`src/rtl/vc_fifo_pkg.sv`:
```
// -----------------------------------------------------------------------------
// vc_fifo_pkg
// Shared definitions for the virtual-channel FIFO and the router blocks that
// sit around it:
//   DEFAULT_WIDTH  default flit width used by the router datapath
//   min1_clog2()   ceil(log2(n)) clamped to at least 1, used for the VC index
//                  width and for the shared storage address width
// Optional feature macro used by this slice: VC_FIFO_ERR_EN (see vc_fifo.sv).
// -----------------------------------------------------------------------------
package vc_fifo_pkg;

    localparam int DEFAULT_WIDTH = 4;

    // A single VC still needs a one-bit select so the port never collapses to
    // zero width.
    function automatic int min1_clog2(input int n);
        if (n > 1) begin
            return $clog2(n);
        end else begin
            return 1;
        end
    endfunction

endpackage

```
`src/rtl/vc_fifo_if.sv`:
```
// -----------------------------------------------------------------------------
// vc_fifo_if
// Link-side / allocator-side bundle of the virtual-channel FIFO.
//   master : drives write, wr_vc, item_in, read, rd_vc; observes status/data
//   slave  : the FIFO itself; drives item_out, valid_out, full, empty,
//            almost_full (plus overflow/underflow when VC_FIFO_ERR_EN is set)
// Parameters WIDTH and NUM_VC must match the vc_fifo instance it is bound to.
// -----------------------------------------------------------------------------
interface vc_fifo_if #(
    parameter int WIDTH  = vc_fifo_pkg::DEFAULT_WIDTH,
    parameter int NUM_VC = 2
) ();
    localparam int VC_W = vc_fifo_pkg::min1_clog2(NUM_VC);

    logic              write;
    logic [VC_W-1:0]   wr_vc;
    logic [WIDTH-1:0]  item_in;
    logic              read;
    logic [VC_W-1:0]   rd_vc;
    logic [WIDTH-1:0]  item_out;
    logic              valid_out;
    logic [NUM_VC-1:0] full;
    logic [NUM_VC-1:0] empty;
    logic [NUM_VC-1:0] almost_full;
`ifdef VC_FIFO_ERR_EN
    logic [NUM_VC-1:0] overflow;
    logic [NUM_VC-1:0] underflow;

    modport master (
        output write, wr_vc, item_in, read, rd_vc,
        input  item_out, valid_out, full, empty, almost_full, overflow, underflow
    );
    modport slave (
        input  write, wr_vc, item_in, read, rd_vc,
        output item_out, valid_out, full, empty, almost_full, overflow, underflow
    );
`else
    modport master (
        output write, wr_vc, item_in, read, rd_vc,
        input  item_out, valid_out, full, empty, almost_full
    );
    modport slave (
        input  write, wr_vc, item_in, read, rd_vc,
        output item_out, valid_out, full, empty, almost_full
    );
`endif

endinterface

```
`src/rtl/vc_fifo_ctrl.sv`:
```
// -----------------------------------------------------------------------------
// vc_fifo_ctrl
// Pointer pair and status generation for one virtual channel.
//   clk, reset      clock, asynchronous active-high reset
//   wr_en, rd_en    already-qualified (accepted) write / read for this VC
//   wptr, rptr      registered pointers, DEPTH-wrapping with one extra MSB
//   full, empty     derived from the pointers only
//   almost_full     occupancy (wptr - rptr, modulo 2*DEPTH) >= AF_LEVEL
// -----------------------------------------------------------------------------
module vc_fifo_ctrl #(
    parameter int DEPTH    = 4,
    parameter int AF_LEVEL = DEPTH - 1,
    parameter int PW       = $clog2(DEPTH) + 1
) (
    input  logic          clk,
    input  logic          reset,
    input  logic          wr_en,
    input  logic          rd_en,
    output logic [PW-1:0] wptr,
    output logic [PW-1:0] rptr,
    output logic          full,
    output logic          empty,
    output logic          almost_full
);

    logic [PW-1:0] wptr_r;
    logic [PW-1:0] rptr_r;
    logic [PW-1:0] occ_s;

    // Pointer advance on accepted requests; the extra MSB separates full from empty.
    always_ff @(posedge clk or posedge reset) begin
        if (reset) begin
            wptr_r <= '0;
            rptr_r <= '0;
        end else begin
            if (wr_en) begin
                wptr_r <= wptr_r + PW'(1'b1);
            end
            if (rd_en) begin
                rptr_r <= rptr_r + PW'(1'b1);
            end
        end
    end

    // PW-bit subtraction is exactly occupancy modulo 2*DEPTH.
    assign occ_s       = wptr_r - rptr_r;
    assign full        = (wptr_r[PW-1] != rptr_r[PW-1]) &&
                         (wptr_r[PW-2:0] == rptr_r[PW-2:0]);
    assign empty       = (wptr_r == rptr_r);
    assign almost_full = (occ_s >= PW'(AF_LEVEL));
    assign wptr        = wptr_r;
    assign rptr        = rptr_r;

endmodule

```
`src/rtl/vc_fifo.sv`:
```
// -----------------------------------------------------------------------------
// vc_fifo
// Single-clock multi-channel FIFO for a NoC router input port. NUM_VC queues,
// each DEPTH x WIDTH, share one storage array addressed as vc*DEPTH + ptr.
//   clk, reset  clock, asynchronous active-high reset (storage not cleared)
//   bus         vc_fifo_if.slave: write/wr_vc/item_in, read/rd_vc,
//               item_out (registered, 1-cycle latency), valid_out,
//               full/empty/almost_full per VC
// Optional: define VC_FIFO_ERR_EN to add per-VC sticky overflow (dropped
// write) and underflow (ignored read) flags, cleared only by reset.
// -----------------------------------------------------------------------------
module vc_fifo
    import vc_fifo_pkg::*;
#(
    parameter int WIDTH    = DEFAULT_WIDTH,
    parameter int DEPTH    = 4,
    parameter int NUM_VC   = 2,
    parameter int AF_LEVEL = DEPTH - 1
) (
    input logic      clk,
    input logic      reset,
    vc_fifo_if.slave bus
);

    localparam int VC_W    = min1_clog2(NUM_VC);
    localparam int PW      = $clog2(DEPTH) + 1;
    localparam int ENTRIES = NUM_VC * DEPTH;
    localparam int AW      = min1_clog2(ENTRIES);

    logic [WIDTH-1:0]  mem_r [ENTRIES];
    logic [PW-1:0]     wptr_s [NUM_VC];
    logic [PW-1:0]     rptr_s [NUM_VC];
    logic [NUM_VC-1:0] wr_sel_s;
    logic [NUM_VC-1:0] rd_sel_s;
    logic [NUM_VC-1:0] wr_acc_s;
    logic [NUM_VC-1:0] rd_acc_s;
    logic [NUM_VC-1:0] full_s;
    logic [NUM_VC-1:0] empty_s;
    logic [NUM_VC-1:0] af_s;
    logic [AW-1:0]     wr_addr_s;
    logic [AW-1:0]     rd_addr_s;
    logic [WIDTH-1:0]  item_out_r;
    logic              valid_out_r;

    // Per-VC decode: an out-of-range VC index matches no channel and is
    // therefore ignored without touching any state.
    for (genvar v = 0; v < NUM_VC; v++) begin : g_vc
        assign wr_sel_s[v] = bus.write & (bus.wr_vc == VC_W'(v));
        assign rd_sel_s[v] = bus.read  & (bus.rd_vc == VC_W'(v));
        // Full/empty are the pre-edge values, so a same-VC write to a full
        // queue is dropped even when a read frees a slot at the same edge.
        assign wr_acc_s[v] = wr_sel_s[v] & ~full_s[v];
        assign rd_acc_s[v] = rd_sel_s[v] & ~empty_s[v];

        vc_fifo_ctrl #(
            .DEPTH    (DEPTH),
            .AF_LEVEL (AF_LEVEL),
            .PW       (PW)
        ) u_ctrl (
            .clk         (clk),
            .reset       (reset),
            .wr_en       (wr_acc_s[v]),
            .rd_en       (rd_acc_s[v]),
            .wptr        (wptr_s[v]),
            .rptr        (rptr_s[v]),
            .full        (full_s[v]),
            .empty       (empty_s[v]),
            .almost_full (af_s[v])
        );
    end

    // Storage address mux: at most one VC is selected for each direction.
    always_comb begin
        wr_addr_s = '0;
        rd_addr_s = '0;
        for (int v = 0; v < NUM_VC; v++) begin
            wr_addr_s = wr_acc_s[v] ? (AW'(v * DEPTH) + AW'(wptr_s[v][PW-2:0])) : wr_addr_s;
            rd_addr_s = rd_acc_s[v] ? (AW'(v * DEPTH) + AW'(rptr_s[v][PW-2:0])) : rd_addr_s;
        end
    end

    // Shared storage; deliberately not reset.
    always_ff @(posedge clk) begin
        if (|wr_acc_s) begin
            mem_r[wr_addr_s] <= bus.item_in;
        end
    end

    // Registered read port: head entry captured on an accepted read, held otherwise.
    always_ff @(posedge clk or posedge reset) begin
        if (reset) begin
            item_out_r  <= '0;
            valid_out_r <= 1'b0;
        end else begin
            valid_out_r <= |rd_acc_s;
            if (|rd_acc_s) begin
                item_out_r <= mem_r[rd_addr_s];
            end
        end
    end

    assign bus.item_out    = item_out_r;
    assign bus.valid_out   = valid_out_r;
    assign bus.full        = full_s;
    assign bus.empty       = empty_s;
    assign bus.almost_full = af_s;

`ifdef VC_FIFO_ERR_EN
    logic [NUM_VC-1:0] overflow_r;
    logic [NUM_VC-1:0] underflow_r;

    // Sticky error capture for rejected requests to a valid VC.
    always_ff @(posedge clk or posedge reset) begin
        if (reset) begin
            overflow_r  <= '0;
            underflow_r <= '0;
        end else begin
            overflow_r  <= overflow_r  | (wr_sel_s & full_s);
            underflow_r <= underflow_r | (rd_sel_s & empty_s);
        end
    end

    assign bus.overflow  = overflow_r;
    assign bus.underflow = underflow_r;
`endif

endmodule

```
`src/flat_wrapper.sv`:
```
// flat-port wrapper written by rule: the top's interface ports become plain ports
module vc_fifo_flat import vc_fifo_pkg::*;
#(
    parameter int WIDTH    = DEFAULT_WIDTH,
    parameter int DEPTH    = 4,
    parameter int NUM_VC   = 2,
    parameter int AF_LEVEL = DEPTH - 1
)
  (clk, reset, bus_write, bus_wr_vc, bus_item_in, bus_read, bus_rd_vc, bus_item_out, bus_valid_out, bus_full, bus_empty, bus_almost_full);
  vc_fifo_if #(.WIDTH(WIDTH), .NUM_VC(NUM_VC)) bus_i ();
  input logic clk;
  input logic reset;
  input wire logic [$bits(bus_i.write)-1:0] bus_write;
  input wire logic [$bits(bus_i.wr_vc)-1:0] bus_wr_vc;
  input wire logic [$bits(bus_i.item_in)-1:0] bus_item_in;
  input wire logic [$bits(bus_i.read)-1:0] bus_read;
  input wire logic [$bits(bus_i.rd_vc)-1:0] bus_rd_vc;
  output wire logic [$bits(bus_i.item_out)-1:0] bus_item_out;
  output wire logic [$bits(bus_i.valid_out)-1:0] bus_valid_out;
  output wire logic [$bits(bus_i.full)-1:0] bus_full;
  output wire logic [$bits(bus_i.empty)-1:0] bus_empty;
  output wire logic [$bits(bus_i.almost_full)-1:0] bus_almost_full;
  assign bus_i.write = bus_write;
  assign bus_i.wr_vc = bus_wr_vc;
  assign bus_i.item_in = bus_item_in;
  assign bus_i.read = bus_read;
  assign bus_i.rd_vc = bus_rd_vc;
  assign bus_item_out = bus_i.item_out;
  assign bus_valid_out = bus_i.valid_out;
  assign bus_full = bus_i.full;
  assign bus_empty = bus_i.empty;
  assign bus_almost_full = bus_i.almost_full;
  vc_fifo #(.WIDTH(WIDTH), .DEPTH(DEPTH), .NUM_VC(NUM_VC), .AF_LEVEL(AF_LEVEL)) u_core (.clk(clk), .reset(reset), .bus(bus_i));
endmodule
```
`config.mk`:
```
export PLATFORM = sky130hd
export DESIGN_NAME = vc_fifo_flat
export DESIGN_NICKNAME = d
export VERILOG_FILES = /design/src/rtl/vc_fifo_pkg.sv /design/src/rtl/vc_fifo_if.sv /design/src/rtl/vc_fifo_ctrl.sv /design/src/rtl/vc_fifo.sv /design/src/flat_wrapper.sv
export SDC_FILE = /design/constraint.sdc
export NUM_CORES = 1
export LEC_CHECK = 0
export CAP_MARGIN = 10
export CELL_PAD_IN_SITES_DETAIL_PLACEMENT = 1
export CELL_PAD_IN_SITES_GLOBAL_PLACEMENT = 1
export CORE_MARGIN = 2
export CORE_UTILIZATION = 46
export CTS_CLUSTER_SIZE = 14
export DETAILED_ROUTE_END_ITERATION = 10
export DONT_BUFFER_PORTS = 1
export PLACE_DENSITY = 0.76
export RECOVER_POWER = 50
export SKIP_CTS_REPAIR_TIMING = 1
export SYNTH_ARGS = -nofsm -noshare
export SYNTH_HDL_FRONTEND = slang
export SYNTH_HIERARCHICAL = 1
export SYNTH_SLANG_ARGS = --single-unit
```
`constraint.sdc`:
```
create_clock -name clk -period 2.43 [get_ports clk]
set_clock_uncertainty 0.15 [all_clocks]
set_input_delay 0.243 -clock clk [delete_from_list [all_inputs] [get_ports clk]]
set_output_delay 0.243 -clock clk [all_outputs]
set_load 0.03 [all_outputs]
```
==> results.yml, run 1 <==
outcome:
  status: "finished with violations"
  violations: "negative setup slack"
placement:
  gp_congestion: 0.7847
  place_area_mm2: 0.002640
  dpl.hpwl_mm: 4.022
  place_worst_setup_slack_ns: -0.07103
  portBuffers: 0
timing:
  fmax_mhz: 396.3
  finalSetupTns_ns: -0.09351
  setup_violations: 1
  fin_crit_ns: 2.524
  finalHoldViolCount: 0
  drv_slew: 0
  tightest_slew_ns: 0.4025
  relSlewSlack_pct: 73.06
  rsz0062_at_grt: "true"
  fin_ws_ns: -0.09351
  period_share_pct: 103.8
routing:
  drc: 0
  vias: 1443
  post_drt_wl_per_cell_um: 18.61
  dr.pass1.iters: 4
  drt_iter0_markers: 44
  post_drt_via_cell_ratio: 5.228
  drt-total-wl_mm: 5.135
  ant_nets: 0
logic_synthesis:
  yosysWarnings: 6
  synthMostInstantiatedCell: "edfxtp_1"
  synth_top_area_share_pct: 42.45
  ys_ff_latch: 49
  synth_top_cell_by_area: "edfxtp_1"
  synth_fp_nets: 184
  synth.area.top_cells: "edfxtp_1 (42%), dfrtp_1 (19%), mux2i_1 (7.1%)"
  synth_ff_type: "edfxtp_1"
  synth-edff-count: 32
  yosys-top-cells-count: "edfxtp_1 (32), dfrtp_1 (17), mux2i_1 (16), nand2_1 (16), inv_1 (12)"
  synth_area_mm2: 0.002263
  yosysUniqueCellTypes: 32
  synthArstFlopShare_pct: 34.69
  avgSynthCellArea_um2: 13.80
  yosysSeqAreaShare_pct: 61.25
  synthCells: 164
clock_tree:
  insertion_delay_ns: 0.31
  cts.root.buffer_cell: "clkbuf_8"
  cts.clk_slew.worst_paths_ns: 0.10
  cts_made_buffers: 5
  tritoncts: "built"
  clock-sinks: 49
  clk_path_buf_depth: 2
  htreeDepth: 2
hold_path:
  hold_path.class: "primary input to register"
critical_path:
  max_stage_delay_ns: 0.42
  crit_family: "simple AND/OR/NAND/NOR gates"
  path_buf_inv: 1
  worst_ep_arrival_time_ns: 2.55
  worst_path_max_delay_cell: "dfrtp_2"
  critPathCaptureType: "register"
  worstPathRequired_ns: 2.46
  worstPathCellList: "inv_2 > ha_4 > and3_4 > nand4b_1 > nand2_4 > mux2_4 > a32o_1 > or4_1"
  crit_fanout: 4
  crit_type: "register to register"
  start_kind: "register"
pwr:
  total_power_mw: 3.951
  peakVddDrop_mv: 0.7714
  power_density_mw_per_mm2: 1381
  p_leak_nw: 1.189
final_layout:
  antenna_cells: 0
  area_growth_pct: 26.37
  nets: 228
  post-route-util_pct: 60.56
  final_area_mm2: 0.002860
  drive_gt1_share_pct: 31.58
global_route:
  grt_pass1_vias: 1556
  grt.total_usage_pct: 20.74
  grt_max_degree: 19
  grt_pass1_wl_mm: 8.273
  antenna_found_initial: 0
  grt_overflow: 0
floorplanning:
  start_util_pct: 47.92
  core_area_mm2: 0.004723
  die_y_um: 74.15
  rows: 25
  boundaryPins: 21
  die_area_mm2: 0.005497
  die_x_um: 74.15
run:
  cap_viol_max_count: 0
==> routing by layer <==
| layer | wire length, um | global-route usage [%] | vias up |
|---|---|---|---|
| li1 | - | - | 679 |
| met1 | 2226 | 26.47 | 725 |
| met2 | 2607 | 35.12 | 28 |
| met3 | 188 | 4.336 | 11 |
| met4 | 112 | 7.475 | 0 |
| met5 | 0 | 0 | - |
==> report_power, final <==
part | switching (mW) | internal (mW) | leakage, nW | total (mW)
Clock | 0.302 | 0.216 | 0.0506 | 0.518
Combinational | 1.08 | 1.02 | 0.647 | 2.10
Sequential | 0.230 | 1.11 | 0.491 | 1.34
Total | 1.61 | 2.34 | 1.19 | 3.95
==> cell usage in the layout (no fill, tap or decap), types with 3 or more instances in the layout <==
cell / instances
or3_1: 4
dfrtp_1: 14
o21ai_0: 5
xor2_1: 4
clkbuf_8: 5
ha_4: 4
inv_2: 4
ha_1: 4
dfrtp_2: 3
inv_1: 8
dlygate4sd3_1: 5
xnor2_1: 5
buf_4: 30
nor2_1: 9
o22ai_1: 3
edfxtp_1: 32
mux2i_1: 14
nand2_1: 16
==> cells by family after synthesis <==
group           after synthesis  synth area share [%]
compound gates               13                 3.483
fa+ha+maj                    10                 6.192
xor+xnor                     12                 5.970
simple gates                 48                 12.05
buf+inv                      13                 2.487
flops                        49                 61.25
mux                          19                 8.568
==> final cells by class <==
type	instances	area, um^2
fillers	451	1863
repair buffers	38	312.8
well taps	67	83.83
multi-input cells	102	930.9
inverters	12	45.04
clock buffers	5	68.82
clock inverters	3	28.78
flip-flops and latches	49	1390
==> worst reg2reg max path, stage by stage (launching register included) <==
cell and delay [ns]:
dfrtp_2 0.42, inv_2 0.06, ha_4 0.20, and3_4 0.18, nand4b_1 0.25, nand2_4 0.13, mux2_4 0.31, a32o_1 0.27
or4_1 0.41
==> sequential cells by signal, summed over array words and instances, names as in the netlist <==
signal and flops:
u_core/mem_r 32, u_core/bus.valid_out 1, u_core/bus.item_out 4, u_core/g_vc.u_ctrl/wptr 6, u_core/g_vc.u_ctrl/rptr 6
==> path summary, 6_finish.rpt <==
path                       cells after the start                     startpoint                       endpoint  slack (ns)
setup / recovery                               8  u_core/g_vc[1].u_ctrl/wptr[0]         u_core/bus.item_out[2]       -0.09
max in group asynchronous                      2                          reset  u_core/g_vc[0].u_ctrl/wptr[1]        1.68
hold reg to reg                                1  u_core/g_vc[0].u_ctrl/rptr[2]  u_core/g_vc[0].u_ctrl/rptr[2]        0.39
hold / removal                                 2                       bus_read           u_core/bus.valid_out        0.02
setup reg to reg                               8  u_core/g_vc[1].u_ctrl/wptr[0]         u_core/bus.item_out[2]       -0.09
min in group asynchronous                      2                          reset         u_core/bus.item_out[3]        0.19
==> per-stage QoR <==
stage,cells,hold slack (ns)
after floorplan,164,-0.1285
after global placement,259,-0.1107
after detailed placement,259,-0.1098
after CTS,267,-0.4440
after global routing,276,0.04347
final,276,0.01767
Note: power is estimated with default switching activity, not from simulation.
==> run 2, diff against run 1 <==
--- a/config.mk
+++ b/config.mk
@@ -16,6 +16,7 @@
 export PLACE_DENSITY = 0.76
 export RECOVER_POWER = 50
 export SKIP_CTS_REPAIR_TIMING = 1
+export SLEW_MARGIN = 25
 export SYNTH_ARGS = -nofsm -noshare
 export SYNTH_HDL_FRONTEND = slang
 export SYNTH_HIERARCHICAL = 1
==> results of run 2 <==
Same layout as run 1: the final DEF is identical, and so are final timing and power.
